**config.mk**
```make
export PLATFORM = sky130hd
export DESIGN_NAME = bcd_scan_mux
export DESIGN_NICKNAME = d
export VERILOG_FILES = /design/src/rtl/bcd_scan_mux_pkg.sv /design/src/rtl/bcd_scan_mux_slot_timer.sv /design/src/rtl/bcd_scan_mux.sv
export SDC_FILE = /design/constraint.sdc
export NUM_CORES = 1
export LEC_CHECK = 0
export BUFFER_PORTS_ARGS = -buffer_cell sky130_fd_sc_hd__buf_2
export CAP_MARGIN = 20
export CORE_UTILIZATION = 35
export DETAILED_ROUTE_END_ITERATION = 8
export PLACE_DENSITY = 0.52
export SLEW_MARGIN = 20
export SYNTH_ARGS = -nofsm -noshare
export SYNTH_HDL_FRONTEND = slang
export SYNTH_SLANG_ARGS = --single-unit
```
**constraint.sdc**
```tcl
create_clock -name i_clk -period 6 [get_ports i_clk]
set_input_delay 1.2 -clock i_clk [delete_from_list [all_inputs] [get_ports i_clk]]
set_output_delay 1.2 -clock i_clk [all_outputs]
set_load 0.05 [all_outputs]
```
**src/rtl/bcd_scan_mux_pkg.sv**
```systemverilog
// Shared display definitions: scan states, digit-index sizing and the
// enable-polarity helper used by the display drivers.
package bcd_scan_mux_pkg;

  typedef enum logic {
    ST_BLANK = 1'b0,
    ST_SHOW  = 1'b1
  } scan_state_e;

  // Digit-index width; a single digit still needs a one-bit index.
  function automatic int unsigned idx_width(input int unsigned n_digits);
    return (n_digits > 32'd1) ? $clog2(n_digits) : 32'd1;
  endfunction

  // Maps a logical enable onto the physical driver level.
  function automatic logic en_level(input logic enable, input logic active_low);
    return enable ^ active_low;
  endfunction

endpackage

```
**src/rtl/bcd_scan_mux_slot_timer.sv**
```systemverilog
// Digit-slot timer: free-running 0..CLK_DIV-1 counter with strobes on the
// last blanking cycle and the last cycle of the slot.
module bcd_scan_mux_slot_timer #(
  parameter int unsigned CLK_DIV      = 12000,
  parameter int unsigned BLANK_CYCLES = 16
) (
  input  logic i_clk,
  input  logic i_rst,
  output logic o_slot_wrap,
  output logic o_blank_end
);

  localparam int unsigned CNT_W = $clog2(CLK_DIV);
  localparam logic [CNT_W-1:0] CNT_LAST      = CNT_W'(CLK_DIV - 32'd1);
  localparam logic [CNT_W-1:0] CNT_BLANK_END = CNT_W'(BLANK_CYCLES - 32'd1);

  logic [CNT_W-1:0] cnt_r;
  logic             slot_wrap_s;
  logic             blank_end_s;

  // Strobe decode from the counter value of the current cycle.
  always_comb begin
    slot_wrap_s = (cnt_r == CNT_LAST);
    blank_end_s = (cnt_r == CNT_BLANK_END);
  end

  // Slot counter with wrap at CLK_DIV-1.
  always_ff @(posedge i_clk) begin
    if (i_rst) begin
      cnt_r <= {CNT_W{1'b0}};
    end else if (slot_wrap_s) begin
      cnt_r <= {CNT_W{1'b0}};
    end else begin
      cnt_r <= cnt_r + CNT_W'(1);
    end
  end

  assign o_slot_wrap = slot_wrap_s;
  assign o_blank_end = blank_end_s;

endmodule

```
**src/rtl/bcd_scan_mux.sv**
```systemverilog
// Multiplexed 7-segment digit scanner: double-buffered BCD/DP store, one digit
// per slot, leading blanking window and frame-start pulse. All outputs registered.
module bcd_scan_mux
  import bcd_scan_mux_pkg::*;
#(
  parameter int unsigned N_DIGITS      = 4,
  parameter int unsigned CLK_DIV       = 12000,
  parameter int unsigned BLANK_CYCLES  = 16,
  parameter bit          EN_ACTIVE_LOW = 1'b1
) (
  input  logic                  i_clk,
  input  logic                  i_rst,
  input  logic [4*N_DIGITS-1:0] i_digits,
  input  logic [N_DIGITS-1:0]   i_dps,
  input  logic                  i_load,
  input  logic                  i_blank,
  output logic [3:0]            o_bcd,
  output logic                  o_dp,
  output logic [N_DIGITS-1:0]   o_digit,
  output logic                  o_frame
);

  localparam int unsigned IDX_W = idx_width(N_DIGITS);
  localparam logic [IDX_W-1:0]    IDX_LAST = IDX_W'(N_DIGITS - 32'd1);
  localparam logic [N_DIGITS-1:0] EN_OFF   = {N_DIGITS{EN_ACTIVE_LOW}};
  localparam logic [N_DIGITS-1:0] ONE_HOT0 = {{(N_DIGITS-1){1'b0}}, 1'b1};

  logic                  slot_wrap_s;
  logic                  blank_end_s;
  logic [IDX_W-1:0]      idx_r;
  logic [IDX_W-1:0]      idx_next_s;
  scan_state_e           state_r;
  scan_state_e           state_next_s;
  logic [4*N_DIGITS-1:0] shadow_dig_r;
  logic [N_DIGITS-1:0]   shadow_dp_r;
  logic [4*N_DIGITS-1:0] active_dig_r;
  logic [N_DIGITS-1:0]   active_dp_r;
  logic [4*N_DIGITS-1:0] active_dig_next_s;
  logic [N_DIGITS-1:0]   active_dp_next_s;
  logic                  pending_r;
  logic                  pending_next_s;
  logic                  frame_start_s;
  logic                  commit_s;
  logic [N_DIGITS-1:0]   en_onehot_s;
  logic [N_DIGITS-1:0]   digit_next_s;
  logic [3:0]            bcd_sel_s;
  logic                  dp_sel_s;
  logic [3:0]            bcd_r;
  logic                  dp_r;
  logic [N_DIGITS-1:0]   digit_r;
  logic                  frame_r;

  bcd_scan_mux_slot_timer #(
    .CLK_DIV      (CLK_DIV),
    .BLANK_CYCLES (BLANK_CYCLES)
  ) u_slot_timer (
    .i_clk       (i_clk),
    .i_rst       (i_rst),
    .o_slot_wrap (slot_wrap_s),
    .o_blank_end (blank_end_s)
  );

  // Next-state, buffer commit and next-output decode.
  always_comb begin
    frame_start_s     = slot_wrap_s && (idx_r == IDX_LAST);
    commit_s          = frame_start_s && pending_r;
    idx_next_s        = idx_r;
    state_next_s      = state_r;
    active_dig_next_s = active_dig_r;
    active_dp_next_s  = active_dp_r;
    pending_next_s    = pending_r;
    en_onehot_s       = {N_DIGITS{1'b0}};
    digit_next_s      = EN_OFF;

    if (slot_wrap_s) begin
      if (idx_r == IDX_LAST) begin
        idx_next_s = {IDX_W{1'b0}};
      end else begin
        idx_next_s = idx_r + IDX_W'(1);
      end
    end else begin
      idx_next_s = idx_r;
    end

    case (state_r)
      ST_BLANK: begin
        if (blank_end_s) begin
          state_next_s = ST_SHOW;
        end else begin
          state_next_s = ST_BLANK;
        end
      end
      ST_SHOW: begin
        if (slot_wrap_s) begin
          state_next_s = ST_BLANK;
        end else begin
          state_next_s = ST_SHOW;
        end
      end
      default: state_next_s = ST_BLANK;
    endcase

    // Commit takes the shadow as it was before this edge; a coincident load
    // refills the shadow and keeps pending set for the following frame.
    if (commit_s) begin
      active_dig_next_s = shadow_dig_r;
      active_dp_next_s  = shadow_dp_r;
    end else begin
      active_dig_next_s = active_dig_r;
      active_dp_next_s  = active_dp_r;
    end

    if (i_load) begin
      pending_next_s = 1'b1;
    end else if (commit_s) begin
      pending_next_s = 1'b0;
    end else begin
      pending_next_s = pending_r;
    end

    if ((state_next_s == ST_SHOW) && !i_blank) begin
      en_onehot_s = ONE_HOT0 << idx_next_s;
    end else begin
      en_onehot_s = {N_DIGITS{1'b0}};
    end

    for (int k = 0; k < int'(N_DIGITS); k++) begin
      digit_next_s[k] = en_level(en_onehot_s[k], EN_ACTIVE_LOW);
    end

    // Selecting from the next active buffer bypasses it on the commit edge.
    bcd_sel_s = active_dig_next_s[{idx_next_s, 2'b00} +: 4];
    dp_sel_s  = active_dp_next_s[idx_next_s];
  end

  // Scan state, buffers and registered outputs.
  always_ff @(posedge i_clk) begin
    if (i_rst) begin
      idx_r        <= {IDX_W{1'b0}};
      state_r      <= ST_BLANK;
      shadow_dig_r <= {(4*N_DIGITS){1'b0}};
      shadow_dp_r  <= {N_DIGITS{1'b0}};
      active_dig_r <= {(4*N_DIGITS){1'b0}};
      active_dp_r  <= {N_DIGITS{1'b0}};
      pending_r    <= 1'b0;
      bcd_r        <= 4'd0;
      dp_r         <= 1'b0;
      digit_r      <= EN_OFF;
      frame_r      <= 1'b0;
    end else begin
      idx_r        <= idx_next_s;
      state_r      <= state_next_s;
      active_dig_r <= active_dig_next_s;
      active_dp_r  <= active_dp_next_s;
      pending_r    <= pending_next_s;
      if (i_load) begin
        shadow_dig_r <= i_digits;
        shadow_dp_r  <= i_dps;
      end else begin
        shadow_dig_r <= shadow_dig_r;
        shadow_dp_r  <= shadow_dp_r;
      end
      bcd_r        <= bcd_sel_s;
      dp_r         <= dp_sel_s;
      digit_r      <= digit_next_s;
      frame_r      <= frame_start_s;
    end
  end

  assign o_bcd   = bcd_r;
  assign o_dp    = dp_r;
  assign o_digit = digit_r;
  assign o_frame = frame_r;

endmodule

```
==> impl_metrics.tcl, run 1 <==
set metrics [dict create \
    fin_crit_ns 2.836 \
    cts.sinks 68 \
    pin_count 34 \
    syn-cell-area_um2 2774 \
    slew_headroom 0.3438 \
    synthesis.nets 322 \
    die_h_um 91.03 \
    hold_path.class "register to register" \
    timing.rr.start "u_slot_timer.cnt_r[0]" \
    p_leak_nw 1.224 \
    rsz0062_at_grt "no" \
    clock_skew_ns 0.01381 \
    p_per_area_nw_per_um2 262.4 \
    place_inst 414 \
    tightest_slew_ns 0.9843 \
    synth_area_per_cell_um2 9.371 \
    drt_iter0_drc 104 \
    synthArstFlopShare 0 \
    hold_viol_final 0 \
    r2r_slack_ns 3.16 \
    drive_above_1_share 0.1951 \
    synth_top_area_share 0.4908 \
    post_drt_wl_per_cell_um 12.96 \
    fin_area_um2 3178 \
    yosysSeqAreaShare 0.4908 \
    row_count 32 \
    endpoint "o_dp" \
    drc_errors 0 \
    fmax_mhz 352.7 \
    instances_no_fill 430 \
    vias 2063 \
    via_per_inst 4.798 \
    cp.required_ns 6.23 \
    grt_usage 0.1456 \
    postCtsSetupRepairBufs 0 \
    synth_warnings 0 \
    pre_cts_slack_ns 2.995 \
    crit_path_end_kind "register" \
    r2r-end "o_dp" \
    grt_start_max_net_pins 50 \
    arrival_ns 3.06 \
    grt-ovfl-total 0 \
    crit_fanout 24 \
    startpoint_type "register" \
    crit_type "register to register" \
    n_antenna_cell 0 \
    clk_path_buf_depth 2 \
    min_from "active_dig_r[3]" \
    yosys.area.top_type "dfxtp_1" \
    hold_buffers 0 \
    max_cap_violations 0 \
    setup_ws_ns 3.165 \
    port_buffers 33 \
    status "finished clean" \
    rr_worst_depth 6 \
    nNetsFinal 349 \
    synth.ff_latch_count 68 \
    core_area_um2 7687 \
    finalCritPeriodShare 0.4726 \
    critPathLaunch "u_slot_timer.cnt_r[0]" \
    wl_um 5573 \
    synth.distinct_cells 37 \
    clk_pin_slew_worst_paths_ns 0.08 \
    grt_pass1_vias 1876 \
    ctsRootBufferMaster "clkbuf_8" \
    ir_drop_mv 0.09698 \
    die_w_um 91.03 \
    dp_hpwl_um 3732 \
    synth_ff_type "dfxtp_1" \
    dr.pass1.iters 4 \
    htreeDepth 3 \
    synth-edff-count 0 \
    syn_to_final_growth_pct 14.57 \
    setup_viol 0 \
    hold_slack_ns 0.4501 \
    synthTopCellsByArea "dfxtp_1 (49%), mux2i_1 (11%), nand2_1 (7.0%)" \
    place.gp.congestion 0.7380 \
    fin_tns_setup_ns 0 \
    n_fill_cell 800 \
    insertion_delay_ns 0.34 \
    start_util 0.3608 \
    cts_buffers 9 \
    slew_viol_final 0 \
    drtAntennaViolNets 0 \
    post_cts_resized 0 \
    dieArea_um2 8286 \
    dpl_cell_area_um2 3003 \
    antenna_found_initial 0 \
    cts_tree "yes" \
    synthCells 296 \
    grt_pass1_wl_um 9466 \
]
cells in the mapped netlist, drive strengths merged, types with 2 or more instances:
cell type  number
ha              2
and3            2
nor3            7
a21oi          23
inv             4
dfxtp          68
a221oi          4
nand2          53
mux2i          30
xor2            6
nor2           38
mux2            5
clkbuf          7
or3             4
xnor2           4
nand4           3
o41ai           2
nand3           6
o21ai           6
buf            10
or4             2
registers in the layout (all words and copies together) (netlist names):
name                flops
state_r                 1
shadow_dig_r           16
u_slot_timer.cnt_r     14
active_dp_r             4
o_bcd                   4
o_frame                 1
o_dp                    1
active_dig_r           16
pending_r               1
o_digit                 4
shadow_dp_r             4
idx_r                   2
layer usage:
metal / up-vias / share of wire / global-route usage
met5: - / 0 / 0
met4: 0 / 0.0099 / 0.05556
met3: 6 / 0.031 / 0.03853
met2: 36 / 0.44 / 0.2134
met1: 952 / 0.52 / 0.2032
li1: 1069 / - / -
cells by family (layout without fill, tap and decap cells):
group | Yosys count | count (layout) | share of synthesized area
simple gates | 119 | 119 | 0.1994
buf+inv | 21 | 53 | 0.03518
xor+xnor | 10 | 10 | 0.03157
mux | 35 | 35 | 0.1286
fa+ha+maj | 2 | 2 | 0.009020
flops | 68 | 68 | 0.4908
compound gates | 41 | 41 | 0.1056
worst min-delay path by stage:
stage | cells past startpoint | to
4_1_cts | 2 | active_dig_r[8]
2_1_floorplan | 1 | u_slot_timer.cnt_r[0]
5_1_grt | 2 | active_dig_r[8]
3_3_place_gp | 2 | active_dig_r[9]
6_report | 2 | active_dig_r[3]
3_5_place_dp | 2 | active_dig_r[8]
power breakdown:
group          switching [mW]  leakage (nW)  total (mW)  internal, mW
clock network           0.177        0.0856       0.328         0.151
logic                  0.0198         0.586      0.0374        0.0176
registers             0.00769         0.553       0.469         0.461
placed cells by master, fill, tap and decap left out, types with 5 or more instances in the layout:
cell type / Yosys / final
xor2_1: 6 / 6
mux2i_1: 30 / 30
o21ai_0: 6 / 6
nand2_1: 52 / 52
buf_2: 3 / 33
dfxtp_1: 68 / 68
mux2_2: 5 / 5
clkbuf_8: 0 / 9
a21oi_1: 23 / 23
nor3_1: 7 / 7
nor2_1: 38 / 38
nand3_1: 6 / 6
final cells by class:
cell class	count	area [um^2]	area share
clock inverters	7	51.30	0.01614
multi-input cells	207	1334	0.4197
repair buffers	33	165.2	0.05197
inverters	4	15.01	0.004724
well taps	102	127.6	0.04016
flip-flops and latches	68	1361	0.4283
clock buffers	9	123.9	0.03898
worst max-delay path, cell delays in order (launching register included):
cell and delay (ns):
dfxtp_1 0.36, ha_1 0.23, nand4_2 0.27, nor4_4 0.44, and3_1 0.87, nor2_1 0.22
a221oi_1 0.35
per-stage QoR:
stage	total power [mW]	utilization
after CTS	0.8490	0.4134
after global placement	0.5163	0.3892
after detailed placement	0.5174	0.3906
final	0.8340	0.4134
after global routing	0.8781	0.4134
after floorplan	0.5021	-
Power figures use the tool's default switching activity.
==> inputs of run 2 (changes only) <==
--- a/config.mk
+++ b/config.mk
@@ -9,7 +9,7 @@
 export CAP_MARGIN = 20
 export CORE_UTILIZATION = 35
 export DETAILED_ROUTE_END_ITERATION = 8
-export PLACE_DENSITY = 0.52
+export PLACE_DENSITY = 0.54
 export SLEW_MARGIN = 20
 export SYNTH_ARGS = -nofsm -noshare
 export SYNTH_HDL_FRONTEND = slang
==> constraint.sdc (replaced) <==
create_clock -name i_clk -period 2.25 [get_ports i_clk]
set_input_delay 0.45 -clock i_clk [delete_from_list [all_inputs] [get_ports i_clk]]
set_output_delay 0.45 -clock i_clk [all_outputs]
set_load 0.05 [all_outputs]
==> run 2 against run 1 <==
Compared with the run above:
- die area did not move
- combinational power rose to 2.7 times the previous value
- cell area rose by 3.4%
- setup slack got worse by 3.0 ns
- first-iteration DRC count fell by 46%
- critical path depth fell by 1
- sequential power rose to 2.7 times the previous value
- critical path type unchanged
==> impl_metrics.tcl, run 2 (synthesized netlist as in run 1, its figures left out) <==
set metrics [dict create \
    n_antenna_cell 0 \
    ir_drop_mv 0.3602 \
    grt_pass1_vias 2051 \
    hold_path.class "input pin to register" \
    ctsRootBufferMaster "clkbuf_8" \
    p_leak_nw 1.273 \
    crit_chain "or3_4, nor4_4, mux2_2, nor2_1, a221oi_1" \
    r2r-end "o_bcd[0]" \
    cts_tree "yes" \
    via_per_inst 4.757 \
    antenna_found_initial 0 \
    dp_hpwl_um 3893 \
    htreeDepth 3 \
    slowest_delay_ns 0.43 \
    slew_headroom 0.5839 \
    row_count 32 \
    port_buffers 33 \
    insertion_delay_ns 0.34 \
    vias 2098 \
    rsz0062_at_grt "no" \
    drt_iter0_drc 56 \
    p_per_area_nw_per_um2 716.9 \
    status "finished clean" \
    wl_um 5529 \
    whs_endpoint "shadow_dig_r[11]" \
    r2r_slack_ns 0.12 \
    cts.sinks 68 \
    grt_pass1_wl_um 9618 \
    max_cap_violations 0 \
    setup_viol 0 \
    crit_slowest_cell "or3_4" \
    pin_count 34 \
    clk_path_buf_depth 2 \
    grt_usage 0.1476 \
    drc_errors 0 \
    mostFrequentLayoutCells "dfxtp_1 (68), nand2_1 (52), nor2_1 (38)" \
    nNetsFinal 360 \
    die_h_um 91.03 \
    crit_type "register to register" \
    min_from "i_digits[11]" \
    drive_above_1_share 0.2301 \
    slew_viol_final 0 \
    multi_input_comb_area_um2 1334 \
    dieArea_um2 8286 \
    hold_viol_final 0 \
    crit_fanout 5 \
    cts_buffers 9 \
    core_area_um2 7687 \
    fin_tns_setup_ns 0 \
    start_util 0.3608 \
    finalCritPeriodShare 0.9460 \
    grt_start_max_net_pins 48 \
    fin_crit_ns 2.128 \
    tightest_slew_ns 0.6242 \
    regArea_um2 1361 \
    rr_worst_depth 5 \
    cp.required_ns 2.45 \
    final_common_cell "dfxtp_1" \
    crit_path_end_kind "register" \
    drtAntennaViolNets 0 \
    timing.rr.start "u_slot_timer.cnt_r[12]" \
    die_w_um 91.03 \
    power_mw 2.356 \
    post-route-util 0.4276 \
    dr.pass1.iters 4 \
    arrival_ns 2.33 \
    n_fill_cell 789 \
    startpoint_type "register" \
    syn_to_final_growth_pct 18.49 \
    reg_top3 "active_dig_r (16), shadow_dig_r (16), u_slot_timer.cnt_r (14)" \
    place.gp.congestion 0.7275 \
    clock_skew_ns 0.009328 \
    post_drt_wl_per_cell_um 12.54 \
    hold_buffers 0 \
    fmax_mhz 469.8 \
    clk_pin_slew_worst_paths_ns 0.08 \
    grt-ovfl-total 0 \
    hold_depth 3 \
]
[run 2: timing repair]
item / CTS / global route
endpoints found under the setup margin: 0 / 5
buffers inserted: 0 / 1
resized for setup: 0 / 3
[run 2: worst max-delay path: cells and delay by family, from the launching register on]
kind            cells  cell delay, ns
compound gates      1            0.12
flops               1            0.34
mux                 1            0.42
simple gates        3            1.11
[run 2: worst max path at each step]
stage / startpoint / endpoint / slack (ns)
after floorplan: u_slot_timer.cnt_r[0] / o_bcd[2] / 0.05
after global placement: u_slot_timer.cnt_r[0] / o_bcd[2] / 0.1
after detailed placement: u_slot_timer.cnt_r[0] / o_bcd[2] / 0.04
after CTS: u_slot_timer.cnt_r[0] / o_bcd[2] / 0.04
after global routing: u_slot_timer.cnt_r[0] / o_bcd[3] / 0.002
final: u_slot_timer.cnt_r[12] / o_bcd[0] / 0.12
[run 2: where the power goes]
part	total [mW]	internal, mW	switching, mW
clock	1.01	0.540	0.467
sequential	1.25	1.23	0.0197
combinational	0.100	0.0487	0.0515
total	2.36	1.82	0.538
[run 2: per-layer routing]
metal	wire length [um]	up-vias	GRT usage	part of all wire
li1	-	1086	-	-
met1	2659	962	0.1793	0.48
met2	2556	42	0.2348	0.46
met3	240	8	0.05779	0.043
met4	73	0	0.05556	0.013
met5	0	-	0	0
[run 2: through the flow]
| stage | cell area (um^2) | worst slack (ns) | cells | hold slack (ns) |
|---|---|---|---|---|
| 2_1_floorplan | 2774 | 0.04754 | 296 | 0.4262 |
| 3_3_place_gp | 3067 | 0.09511 | 424 | 0.4390 |
| 3_5_place_dp | 3067 | 0.04196 | 424 | 0.4454 |
| 4_1_cts | 3268 | 0.04260 | 440 | 0.3257 |
| 5_1_grt | 3287 | 0.002387 | 441 | 0.3289 |
| 6_report | 3287 | 0.1216 | 441 | 0.3379 |
[run 2: cell type report]
cell class | count | area share
timing repair buffer | 44 | 0.07537
tap | 102 | 0.03883
sequential | 68 | 0.4142
multi-input combinational | 207 | 0.4058
clock inverter | 6 | 0.01941
clock buffer | 10 | 0.04187
inverter | 4 | 0.004568
==> inputs of run 3 (changes only) <==
--- a/config.mk
+++ b/config.mk
@@ -9,7 +9,7 @@
 export CAP_MARGIN = 20
 export CORE_UTILIZATION = 35
 export DETAILED_ROUTE_END_ITERATION = 8
-export PLACE_DENSITY = 0.54
+export PLACE_DENSITY = 0.52
 export SLEW_MARGIN = 20
 export SYNTH_ARGS = -nofsm -noshare
 export SYNTH_HDL_FRONTEND = slang
==> constraint.sdc (replaced) <==
create_clock -name i_clk -period 2.1 [get_ports i_clk]
set_input_delay 0.42 -clock i_clk [delete_from_list [all_inputs] [get_ports i_clk]]
set_output_delay 0.42 -clock i_clk [all_outputs]
set_load 0.05 [all_outputs]
==> run 3 against run 2 <==
Compared with the run above:
- non-clock buffer count up 8
- wire length grew 9.1%
- die area is the same
- cell area rose by 6.0%
- fmax increased by 4.8%
- final cell count increased by 1.8%
- clock power rose by 28%
- power grew 16%
- critical path depth is 2 higher
- critical endpoint is now o_bcd[1]
==> impl_metrics.tcl, run 3 (synthesized netlist as in run 1, its figures left out) <==
set metrics [dict create \
    status "finished clean" \
    slew_viol_final 0 \
    n_fill_cell 795 \
    drive_above_1_share 0.2680 \
    dp_hpwl_um 3988 \
    mostFrequentLayoutCells "dfxtp_1 (65), nand2_1 (52), nor2_1 (37)" \
    drtAntennaViolNets 0 \
    die_w_um 91.03 \
    core_area_um2 7687 \
    cts_tree "yes" \
    place_inst 429 \
    finalCritPeriodShare 0.9669 \
    hold_depth 3 \
    grt_usage 0.1523 \
    crit_fanout 5 \
    rr_worst_depth 7 \
    crit_type "register to register" \
    wl_um 6031 \
    rsz0062_at_grt "yes" \
    post_drt_wl_per_cell_um 13.43 \
    place.gp.congestion 0.7743 \
    drt_iter0_drc 95 \
    tightest_slew_ns 0.6572 \
    nNetsFinal 368 \
    setup_ws_ns 0.06948 \
    max_cap_violations 0 \
    clock_skew_ns 0.01114 \
    ir_drop_mv 0.4174 \
    htreeDepth 3 \
    vias 2143 \
    setup_viol 0 \
    pre_cts_slack_ns 0.06579 \
    row_count 32 \
    fmax_mhz 492.5 \
    grt-ovfl-total 0 \
    dr.pass1.iters 6 \
    die_h_um 91.03 \
    grt_pass1_wl_um 9853 \
    instances_no_fill 449 \
    cts.sinks 68 \
    final_common_cell "dfxtp_1" \
    antenna_found_initial 0 \
    p_per_area_nw_per_um2 786.7 \
    arrival_ns 2.24 \
    clk_pin_slew_worst_paths_ns 0.07 \
    startpoint_type "register" \
    start_util 0.3608 \
    drc_errors 0 \
    hold_viol_final 0 \
    reg_top3 "active_dig_r (16), shadow_dig_r (16), u_slot_timer.cnt_r (14)" \
    via_per_inst 4.773 \
    hold_path.class "input pin to register" \
    clk_path_buf_depth 2 \
    port_buffers 33 \
    insertion_delay_ns 0.35 \
    crit_path_end_kind "register" \
    multi_input_comb_area_um2 1398 \
    dieArea_um2 8286 \
    regArea_um2 1365 \
    syn_to_final_growth_pct 25.58 \
    ctsRootBufferMaster "clkbuf_8" \
    fin_tns_setup_ns 0 \
    pin_count 34 \
    fin_crit_ns 2.031 \
    grt_pass1_vias 2003 \
    p_leak_nw 1.367 \
    cts_buffers 9 \
    slew_headroom 0.5619 \
    cp.required_ns 2.31 \
    n_antenna_cell 0 \
    hold_buffers 0 \
    grt_start_max_net_pins 48 \
]
==> run 3: cell type report <==
cell class / instances / share of cell area
Inverter: 4 / 0.004310
Clock buffer: 10 / 0.03664
Sequential cell: 68 / 0.3919
Timing Repair Buffer: 52 / 0.09698
Multi-Input combinational cell: 207 / 0.4012
Tap cell: 102 / 0.03664
Clock inverter: 6 / 0.03233
==> run 3: final timing paths <==
kind | startpoint | end | slack, ns
max | u_slot_timer.cnt_r[12] | o_bcd[1] | 0.07
min | i_dps[2] | shadow_dp_r[2] | 0.30
max reg2reg | u_slot_timer.cnt_r[12] | o_bcd[1] | 0.07
min reg2reg | u_slot_timer.cnt_r[0] | u_slot_timer.cnt_r[0] | 0.45
==> run 3: stage by stage <==
stage                     hold WS, ns  utilization  cell area (um^2)  power [mW]
after CTS                      0.2902       0.4403              3385       2.777
after floorplan                0.4275            -              2808       1.439
final                          0.3038       0.4531              3483       2.740
after detailed placement       0.4430       0.4090              3144       1.486
after global routing           0.2967       0.4531              3483       2.852
after global placement         0.4419       0.4090              3144       1.485
==> run 3: worst max-delay path: stages, from the launching register on <==
cell      delay (ns)
dfxtp_1         0.34
or3_4           0.43
nor4_4          0.30
buf_4           0.18
mux2_4          0.32
nor2_2          0.10
buf_4           0.14
a221oi_1        0.08
==> run 3: report_power, final <==
group	internal, mW	switching, mW
clock	0.791	0.494
combinational	0.0553	0.0593
sequential	1.32	0.0223
==> run 3: metal layers <==
metal / GRT usage / routed length, um / vias to the layer above / share of wire
li1: - / - / 1112 / -
met1: 0.2034 / 3097 / 986 / 0.51
met2: 0.2241 / 2583 / 36 / 0.43
met3: 0.04523 / 245 / 9 / 0.041
met4: 0.07143 / 105 / 0 / 0.017
met5: 0 / 0 / - / 0
==> run 3: what timing repair did <==
action | 4_1_cts | 5_1_grt
endpoints found under the setup margin | 0 | 18
buffers inserted | 0 | 3
gates resized for setup | 0 | 11
